[src/rtl/ex_muldiv_sequencer.sv]
// Iterative RV32M multiply/divide sequencer for the execute stage.
// One radix-2 step per cycle; divide-by-zero and signed overflow finish immediately.
module ex_muldiv_sequencer #(
   parameter int XLEN = 32
) (
   input  logic            clk,
   input  logic            rst,
   input  logic            start,
   input  logic [2:0]      funct3,
   input  logic [XLEN-1:0] op_a,
   input  logic [XLEN-1:0] op_b,
   input  logic            flush,
   output logic            stall_ex,
   output logic            busy,
   output logic            done,
   output logic [XLEN-1:0] result
);

   typedef enum logic [1:0] {
      S_IDLE,
      S_CALC,
      S_FIN,
      S_DONE
   } state_t;

   state_t              state_q, state_d;
   logic [5:0]          cnt_q, cnt_d;
   logic [2*XLEN-1:0]   acc_q, acc_d;
   logic [XLEN-1:0]     b_q, b_d;
   logic [2:0]          f3_q, f3_d;
   logic                neg_q, neg_d;
   logic                aneg_q, aneg_d;
   logic [XLEN-1:0]     result_q, result_d;

   logic                a_sgn, b_sgn, a_neg, b_neg;
   logic [XLEN-1:0]     a_mag, b_mag;
   logic                div_zero, div_ovf;
   logic [XLEN:0]       msum;
   logic [2*XLEN-1:0]   mul_nxt, div_nxt;
   logic [XLEN:0]       shifted;
   logic                ge;
   logic [XLEN-1:0]     dsub;
   logic [2*XLEN-1:0]   prod;
   logic [XLEN-1:0]     quov, remv, fin_res;

   assign a_sgn = (funct3 == 3'b001) | (funct3 == 3'b010) |
                  (funct3 == 3'b100) | (funct3 == 3'b110);
   assign b_sgn = (funct3 == 3'b001) | (funct3 == 3'b100) |
                  (funct3 == 3'b110);
   assign a_neg = a_sgn & op_a[XLEN-1];
   assign b_neg = b_sgn & op_b[XLEN-1];
   assign a_mag = a_neg ? -op_a : op_a;
   assign b_mag = b_neg ? -op_b : op_b;

   assign div_zero = funct3[2] & (op_b == '0);
   assign div_ovf  = funct3[2] & ~funct3[0] &
                     (op_a == {1'b1, {(XLEN-1){1'b0}}}) & (op_b == '1);

   // Multiply: acc = {partial product, remaining multiplier bits}
   assign msum    = {1'b0, acc_q[2*XLEN-1:XLEN]} +
                    {1'b0, b_q & {XLEN{acc_q[0]}}};
   assign mul_nxt = {msum, acc_q[XLEN-1:1]};

   // Divide: acc = {partial remainder, dividend shifting into quotient}
   assign shifted = acc_q[2*XLEN-1:XLEN-1];
   assign ge      = shifted >= {1'b0, b_q};
   assign dsub    = shifted[XLEN-1:0] - b_q;
   assign div_nxt = {ge ? dsub : shifted[XLEN-1:0],
                     acc_q[XLEN-2:0], ge};

   assign prod = neg_q ? -acc_q : acc_q;
   assign quov = neg_q ? -acc_q[XLEN-1:0] : acc_q[XLEN-1:0];
   assign remv = aneg_q ? -acc_q[2*XLEN-1:XLEN] : acc_q[2*XLEN-1:XLEN];

   always_comb begin
      fin_res = quov;
      if (!f3_q[2]) begin
         fin_res = (f3_q[1:0] == 2'b00) ? prod[XLEN-1:0]
                                        : prod[2*XLEN-1:XLEN];
      end else if (f3_q[1]) begin
         fin_res = remv;
      end
   end

   always_comb begin
      state_d  = state_q;
      cnt_d    = cnt_q;
      acc_d    = acc_q;
      b_d      = b_q;
      f3_d     = f3_q;
      neg_d    = neg_q;
      aneg_d   = aneg_q;
      result_d = result_q;
      unique case (state_q)
         S_IDLE: begin
            if (start && !flush) begin
               f3_d   = funct3;
               neg_d  = a_neg ^ b_neg;
               aneg_d = a_neg;
               acc_d  = {{XLEN{1'b0}}, a_mag};
               b_d    = b_mag;
               cnt_d  = 6'd0;
               if (div_zero) begin
                  result_d = funct3[1] ? op_a : '1;
                  state_d  = S_DONE;
               end else if (div_ovf) begin
                  result_d = funct3[1] ? '0 : {1'b1, {(XLEN-1){1'b0}}};
                  state_d  = S_DONE;
               end else begin
                  state_d = S_CALC;
               end
            end
         end
         S_CALC: begin
            cnt_d = cnt_q + 6'd1;
            acc_d = f3_q[2] ? div_nxt : mul_nxt;
            if (cnt_q == 6'd31) begin
               state_d = S_FIN;
            end
         end
         S_FIN: begin
            result_d = fin_res;
            state_d  = S_DONE;
         end
         S_DONE: begin
            state_d = S_IDLE;
         end
         default: state_d = S_IDLE;
      endcase
      // A squashed op must leave the architectural result untouched
      if (flush) begin
         state_d  = S_IDLE;
         result_d = result_q;
      end
   end

   always_ff @(posedge clk) begin
      if (rst) begin
         state_q  <= S_IDLE;
         cnt_q    <= '0;
         acc_q    <= '0;
         b_q      <= '0;
         f3_q     <= '0;
         neg_q    <= 1'b0;
         aneg_q   <= 1'b0;
         result_q <= '0;
      end else begin
         state_q  <= state_d;
         cnt_q    <= cnt_d;
         acc_q    <= acc_d;
         b_q      <= b_d;
         f3_q     <= f3_d;
         neg_q    <= neg_d;
         aneg_q   <= aneg_d;
         result_q <= result_d;
      end
   end

   assign busy     = (state_q != S_IDLE);
   assign done     = (state_q == S_DONE) & ~flush & ~rst;
   assign stall_ex = ~rst & ~flush &
                     (((state_q == S_IDLE) & start) |
                      (state_q == S_CALC) | (state_q == S_FIN));
   assign result   = result_q;

endmodule

[config.mk]
export PLATFORM = sky130hd
export DESIGN_NAME = ex_muldiv_sequencer
export DESIGN_NICKNAME = d
export VERILOG_FILES = /design/src/rtl/ex_muldiv_sequencer.sv
export SDC_FILE = /design/constraint.sdc
export NUM_CORES = 1
export LEC_CHECK = 0
export CAP_MARGIN = 15
export CORE_MARGIN = 1
export CORE_UTILIZATION = 55
export CTS_BUF_LIST = sky130_fd_sc_hd__clkbuf_2 sky130_fd_sc_hd__clkbuf_4 sky130_fd_sc_hd__clkbuf_8
export DETAILED_ROUTE_END_ITERATION = 7
export PLACE_DENSITY = 0.84
export SKIP_CTS_REPAIR_TIMING = 1
export SLEW_MARGIN = 15
export SYNTH_ARGS = -nofsm -noshare
export SYNTH_HDL_FRONTEND = slang
export SYNTH_SLANG_ARGS = --single-unit
[constraint.sdc]
create_clock -name clk -period 4.2 [get_ports clk]
set_input_delay 1.26 -clock clk [delete_from_list [all_inputs] [get_ports clk]]
set_output_delay 1.26 -clock clk [all_outputs]
set_load 0.01 [all_outputs]
==> flow_metrics.env, run 1 <==
export IMPL_routed_via_density=6.66
export IMPL_grt_pass1_wl_microns=82200
export IMPL_crit_buf_inv=2
export IMPL_die_x_microns=163
export IMPL_timing_hold_ws_ns=0.465
export IMPL_max_cap_violations=0
export IMPL_fin_nets=2255
export IMPL_dp_slack_ns=-0.146
export IMPL_cts_tree="built"
export IMPL_fillers=2234
export IMPL_root_buffer="clkbuf_8"
export IMPL_worstSetupEndpointType="register"
export IMPL_finalSetupViolCount=0
export IMPL_hpwl_microns=41000
export IMPL_h_tree_depth=4
export IMPL_coreArea_sq_mm=0.0253
export IMPL_min_from="b_q[30]"
export IMPL_drt_first_pass_iters=6
export IMPL_dieArea_sq_mm=0.0267
export IMPL_cp_startpoint="acc_q[0]"
export IMPL_synthTopCellsByArea="dfxtp_1 20%, ha_1 6.5%, a21oi_1 6.4%"
export IMPL_routed_wirelength_microns=53100
export IMPL_area_delta_synth_final_pct=15.0
export IMPL_seqPwrFrac_pct=38.6
export IMPL_power_density_mw_per_mm2=230
export IMPL_final_period_utilization_pct=94.9
export IMPL_cellInternalPower_uw=2270
export IMPL_setup_ws_ns=0.212
export IMPL_clk_path_buf_depth=2
export IMPL_crit_cells=14
export IMPL_die_y_microns=163
export IMPL_cp_top_family="compound AO/OA/AOI/OAI gates"
export IMPL_grt_max_degree=67
export IMPL_clock_latency_ns=0.50
export IMPL_hold_class="register to register"
export IMPL_clock_sinks=141
export IMPL_layout_drive_gt1_share_pct=7.78
export IMPL_drtAntennaViolNets=0
export IMPL_wl_per_cell_microns=21.7
export IMPL_synth_seq_area_share_pct=19.7
export IMPL_fin_area_sq_mm=0.0165
export IMPL_dominantRegCellSynth="dfxtp_1"
export IMPL_leakage_uw=0.00630
export IMPL_synth_top_cell_by_area="dfxtp_1"
export IMPL_status="finished, final reports clean"
export IMPL_swShare_pct=40.1
export IMPL_yosysTopAreaCellShare_pct=19.7
export IMPL_yosys_cell_types_count=81
export IMPL_synth_cells=2027
export IMPL_relSlewSlack_pct=27.0
export IMPL_initial_core_util_pct=56.5
export IMPL_cts_clk_slew_worst_paths_ns=0.10
export IMPL_syn_area_per_cell_sq_um=7.06
export IMPL_io_buffers=105
export IMPL_antenna_found_initial=0
export IMPL_slowest_stage="dfxtp_1"
export IMPL_crit_fanout=8
export IMPL_grt_overflow=0
export IMPL_p_total_uw=3780
export IMPL_tightest_slew_ns=1.09
export IMPL_ir_drop_mv=0.157
export IMPL_r2r_end="acc_q[63]"
export IMPL_multi_input_area_sq_mm=0.0107
export IMPL_switchingPower_uw=1520
export IMPL_area_sequential_sq_mm=0.00282
export IMPL_hold_violations=0
export IMPL_ys_warnings_count=0
export IMPL_cp_data_required_time_ns=4.61
export IMPL_arrival_ns=4.40
export IMPL_slew_violations=0
export IMPL_grt_setup_unrepaired="no"
export IMPL_drt_iter0_drc=2142
export IMPL_endpoint="acc_q[63]"
export IMPL_ys_async_sr_fraction_pct=0
export IMPL_grt_usage_pct=39.4
export IMPL_startpoint_type="register"
export IMPL_vias=16300
export IMPL_max_stage_delay_ns=0.57
export IMPL_r2r_slack_ns=0.21
export IMPL_final_setup_tns_ns=0
export IMPL_rows=58
export IMPL_cp_cell_sequence="and2_1, ha_1, inv_1, fa_1, nand2b_1, a21oi_1, o21ai_0, o31ai_1, a311oi_1, o311ai_0, buf_4, a221oi_1, a2111o_1, a31oi_1"
export IMPL_comb_power_share_pct=31.1
export IMPL_r2r_start="acc_q[0]"
export IMPL_ys_ff_latch=141
export IMPL_period_needed_ns=3.99
export IMPL_cts_buffers=17
export IMPL_syn_nets=2174
export IMPL_dpl_cell_area_sq_mm=0.0161
export IMPL_path_class="register to register"
export IMPL_synth_edf_count=0
export IMPL_finClkSkew_ns=0.0278
export IMPL_gp_congestion=1.04
export IMPL_max_freq_mhz=251
export IMPL_grt_pass1_vias=15000
export IMPL_clkPwrFrac_pct=30.3
export IMPL_rr_worst_depth=14
export IMPL_diodes=0
export IMPL_drc_errors=0
export IMPL_pin_count=106
export IMPL_synth_area_sq_mm=0.0143
==> worst min path at each step <==
| stage | endpoint | cells after the start |
|---|---|---|
| floorplan | b_q[30] | 2 |
| global placement | b_q[30] | 2 |
| detailed placement | b_q[30] | 2 |
| CTS | b_q[30] | 2 |
| global route | result[18] | 2 |
| finish | b_q[30] | 2 |
==> layer usage <==
metal / GRT usage (%) / vias up / routed length (microns)
met5: 0 / - / 0
met4: 26.9 / 0 / 3800
met3: 5.28 / 223 / 4840
met2: 63.8 / 976 / 24100
met1: 48.5 / 7627 / 20400
li1: - / 7504 / -
==> cells in the mapped netlist (all sizes together), types with 44 or more instances <==
cell / instances
ha: 74
nor2: 211
o21ai: 159
clkbuf: 119
a21oi: 182
xnor2: 104
nand2: 208
a211oi: 49
xor2: 100
mux2i: 44
nor3: 49
inv: 75
dfxtp: 141
o211ai: 46
==> tightest hold or removal path: stages, from the launching register on <==
cell,delay [ns]
dfxtp_1,0.33
nand2_1,0.05
a21oi_1,0.05
==> cells in the final DEF, fill, tap and decap left out, types with 11 or more instances in the layout <==
cell type        netlist  final
nor2_1               210    209
nand2_1              208    208
a21oi_1              182    181
o21ai_0              153    152
dfxtp_1              141    140
xnor2_1              104    104
clkdlybuf4s50_1        0    104
xor2_1               100    100
buf_4                  0     98
inv_1                 75     75
ha_1                  74     73
a211oi_1              48     48
nor3_1                48     47
o211ai_1              46     46
mux2i_1               44     44
o31ai_1               38     38
nand3_1               32     32
nand2b_1              32     32
or3_1                 29     29
a21o_1                29     29
nand4_1               26     26
nor4_1                23     23
clkbuf_8               0     17
a31oi_1               15     15
or4_1                 14     14
and3_1                13     13
o41ai_1               12     12
a221o_1               12     12
o22ai_1               11     11
a311oi_1              11     11
==> power by group through the flow <==
stage,Sequential [uW],Combinational [uW],Clock (uW)
after floorplan,1440,759,0
final,1460,1180,1150
after global routing,1460,1250,1190
after detailed placement,1490,1130,0
after global placement,1490,1110,0
after CTS,1460,1140,1140
==> registers in the layout (all words and copies together) (netlist names) <==
signal   cells
acc_q       64
neg_q        1
cnt_q        6
state_q      2
result      32
b_q         32
aneg_q       1
f3_q         3
==> cells by family (layout without fill, tap and decap cells) <==
group	count (synthesis)	in the layout	synth area share [%]
buf+inv	222	316	6.04
compound gates	648	648	29.0
flops	141	141	19.7
fa+ha+maj	76	76	6.75
simple gates	691	691	22.9
mux	45	45	3.16
xor+xnor	204	204	12.5
==> layout make-up <==
type / count / share of cell area, %
timing repair buffer: 207 / 11.4
multi-input combinational: 1664 / 64.8
tap: 330 / 2.51
clock buffer: 17 / 1.42
sequential: 141 / 17.2
inverter: 77 / 1.76
clock inverter: 15 / 0.905
==> through the flow <==
| step | util (%) | instances |
|---|---|---|
| CTS | 65.0 | 2451 |
| global route | 65.0 | 2451 |
| floorplan | - | 2027 |
| finish | 65.0 | 2451 |
| global placement | 63.5 | 2419 |
| detailed placement | 63.5 | 2419 |
Power figures use the tool's default switching activity.
==> run 2, diff against run 1 <==
- GPL_TIMING_DRIVEN: unset -> 0
==> flow_metrics.env, run 2 (synthesis results as in run 1) <==
export IMPL_die_x_microns=163
export IMPL_routed_via_density=6.84
export IMPL_finalSetupViolCount=0
export IMPL_use_met3_pct=10.5
export IMPL_final_period_utilization_pct=99.3
export IMPL_root_buffer="clkbuf_8"
export IMPL_leakage_uw=0.00619
export IMPL_min_from="b_q[30]"
export IMPL_clk_path_buf_depth=2
export IMPL_tightest_slew_ns=0.954
export IMPL_diodes=0
export IMPL_drt_iter0_drc=2175
export IMPL_grt_util_met2_pct=72.1
export IMPL_grt_pass1_vias=15700
export IMPL_finClkSkew_ns=0.0224
export IMPL_clock_latency_ns=0.50
export IMPL_slew_violations=0
export IMPL_drtAntennaViolNets=0
export IMPL_final_common_cell="nor2_1"
export IMPL_fin_nets=2311
export IMPL_arrival_ns=2.91
export IMPL_hpwl_microns=48500
export IMPL_layout_drive_gt1_share_pct=5.10
export IMPL_hold_class="register to register"
export IMPL_switchingPower_uw=1580
export IMPL_gp_congestion=1.09
export IMPL_rr_worst_depth=13
export IMPL_dieArea_sq_mm=0.0267
export IMPL_r2r_start="acc_q[0]"
export IMPL_hold_path_end="b_q[30]"
export IMPL_path_class="register to output pin"
export IMPL_relSlewSlack_pct=36.4
export IMPL_status="finished, final reports clean"
export IMPL_cts_clk_slew_worst_paths_ns=0.11
export IMPL_max_cap_violations=0
export IMPL_ir_drop_mv=0.158
export IMPL_period_needed_ns=4.17
export IMPL_hold_depth=2
export IMPL_cts_tree="built"
export IMPL_r2r_slack_ns=0.14
export IMPL_cellInternalPower_uw=2430
export IMPL_die_y_microns=163
export IMPL_wl_per_cell_microns=25.1
export IMPL_crit_fanout=10
export IMPL_final_setup_tns_ns=0
export IMPL_drc_errors=0
export IMPL_clock_sinks=141
export IMPL_coreArea_sq_mm=0.0253
export IMPL_rows=58
export IMPL_hold_violations=0
export IMPL_worstSetupEndpointType="output pin"
export IMPL_drt_first_pass_iters=8
export IMPL_grt_max_degree=17
export IMPL_gr_max_usage_layer="met2"
export IMPL_final_cell_mix="209 x nor2_1, 208 x nand2_1, 182 x a21oi_1"
export IMPL_met1_usage_pct=55.4
export IMPL_h_tree_depth=4
export IMPL_comb_power_share_pct=30.6
export IMPL_max_freq_mhz=240
export IMPL_grt_pass1_wl_microns=93200
export IMPL_pin_count=106
export IMPL_grt_overflow=0
export IMPL_r2r_end="acc_q[62]"
export IMPL_antenna_found_initial=0
export IMPL_cts_buffers=17
export IMPL_area_delta_synth_final_pct=15.4
export IMPL_clkPwrFrac_pct=33.4
export IMPL_p_total_uw=4010
export IMPL_regMostFlops="acc_q"
export IMPL_cp_data_required_time_ns=2.94
export IMPL_routed_wirelength_microns=63000
export IMPL_initial_core_util_pct=56.5
export IMPL_largest_reg_flops=64
export IMPL_power_density_mw_per_mm2=243
export IMPL_startpoint_type="register"
export IMPL_grt_usage_pct=46.5
export IMPL_io_buffers=103
export IMPL_vias=17100
export IMPL_swShare_pct=39.5
export IMPL_seqPwrFrac_pct=35.9
-- run 2: cell types whose count changed in the layout (fill, tap and decap cells not counted), moves of 3 or more --
cell,delta
clkbuf_2,+7
buf_1,+11
clkinv_4,-3
buf_6,+5
bufinv_16,+3
buf_2,+10
clkbuf_1,+110
buf_4,-82
clkdlybuf4s50_1,-3
buf_12,-5
-- run 2: metrics by stage --
step | area (sq um) | hold slack [ns] | cells | util, % | setup WS, ns
6_report | 16500 | 0.468 | 2507 | 65.2 | 0.0288
5_1_grt | 16500 | 0.500 | 2507 | 65.2 | -0.0204
4_1_cts | 16200 | 0.467 | 2492 | 64.0 | -0.604
3_5_place_dp | 15800 | 0.452 | 2460 | 62.2 | -1.00
3_3_place_gp | 15800 | 0.443 | 2460 | 62.2 | -1.01
2_1_floorplan | 14300 | 0.432 | 2027 | - | 0.379
-- run 2: routing by layer --
layer / part of all wire [%] / vias up
li1: - / 7635
met1: 36 / 7887
met2: 44 / 1280
met3: 11 / 335
met4: 8.7 / 0
met5: 0 / -
-- run 2: worst max-delay path by stage --
stage / from / end / cells after the start
after floorplan: op_a[1] / result[30] / 11
after global placement: op_a[0] / result[30] / 12
after detailed placement: op_b[6] / result[30] / 10
after CTS: acc_q[0] / acc_q[61] / 12
after global routing: acc_q[0] / acc_q[62] / 13
final: state_q[0] / stall_ex / 7
-- run 2: layout make-up --
type / count / area, sq um
Buffer: 145 / 611
Clock buffer: 17 / 234
Clock inverter: 15 / 216
Fill cell: 2361 / 8810
Inverter: 77 / 289
Multi-Input combinational cell: 1664 / 10800
Sequential cell: 141 / 2820
Tap cell: 330 / 413
Timing Repair Buffer: 118 / 1150
-- run 2: power by group through the flow --
stage / clock network [uW] / logic [uW] / registers (uW)
final: 1340 / 1230 / 1440
after floorplan: 0 / 759 / 1440
after global routing: 1370 / 1290 / 1440
after CTS: 1310 / 1160 / 1440
after detailed placement: 0 / 1160 / 1470
after global placement: 0 / 1140 / 1470
-- run 2: critical path: stages (launching register included) --
cell and delay (ns):
dfxtp_1 0.34, inv_1 0.11, ha_1 0.16, clkbuf_1 0.53, buf_2 0.41, a211oi_1 0.09, nor3_1 0.21, clkdlybuf4s50_1 0.58
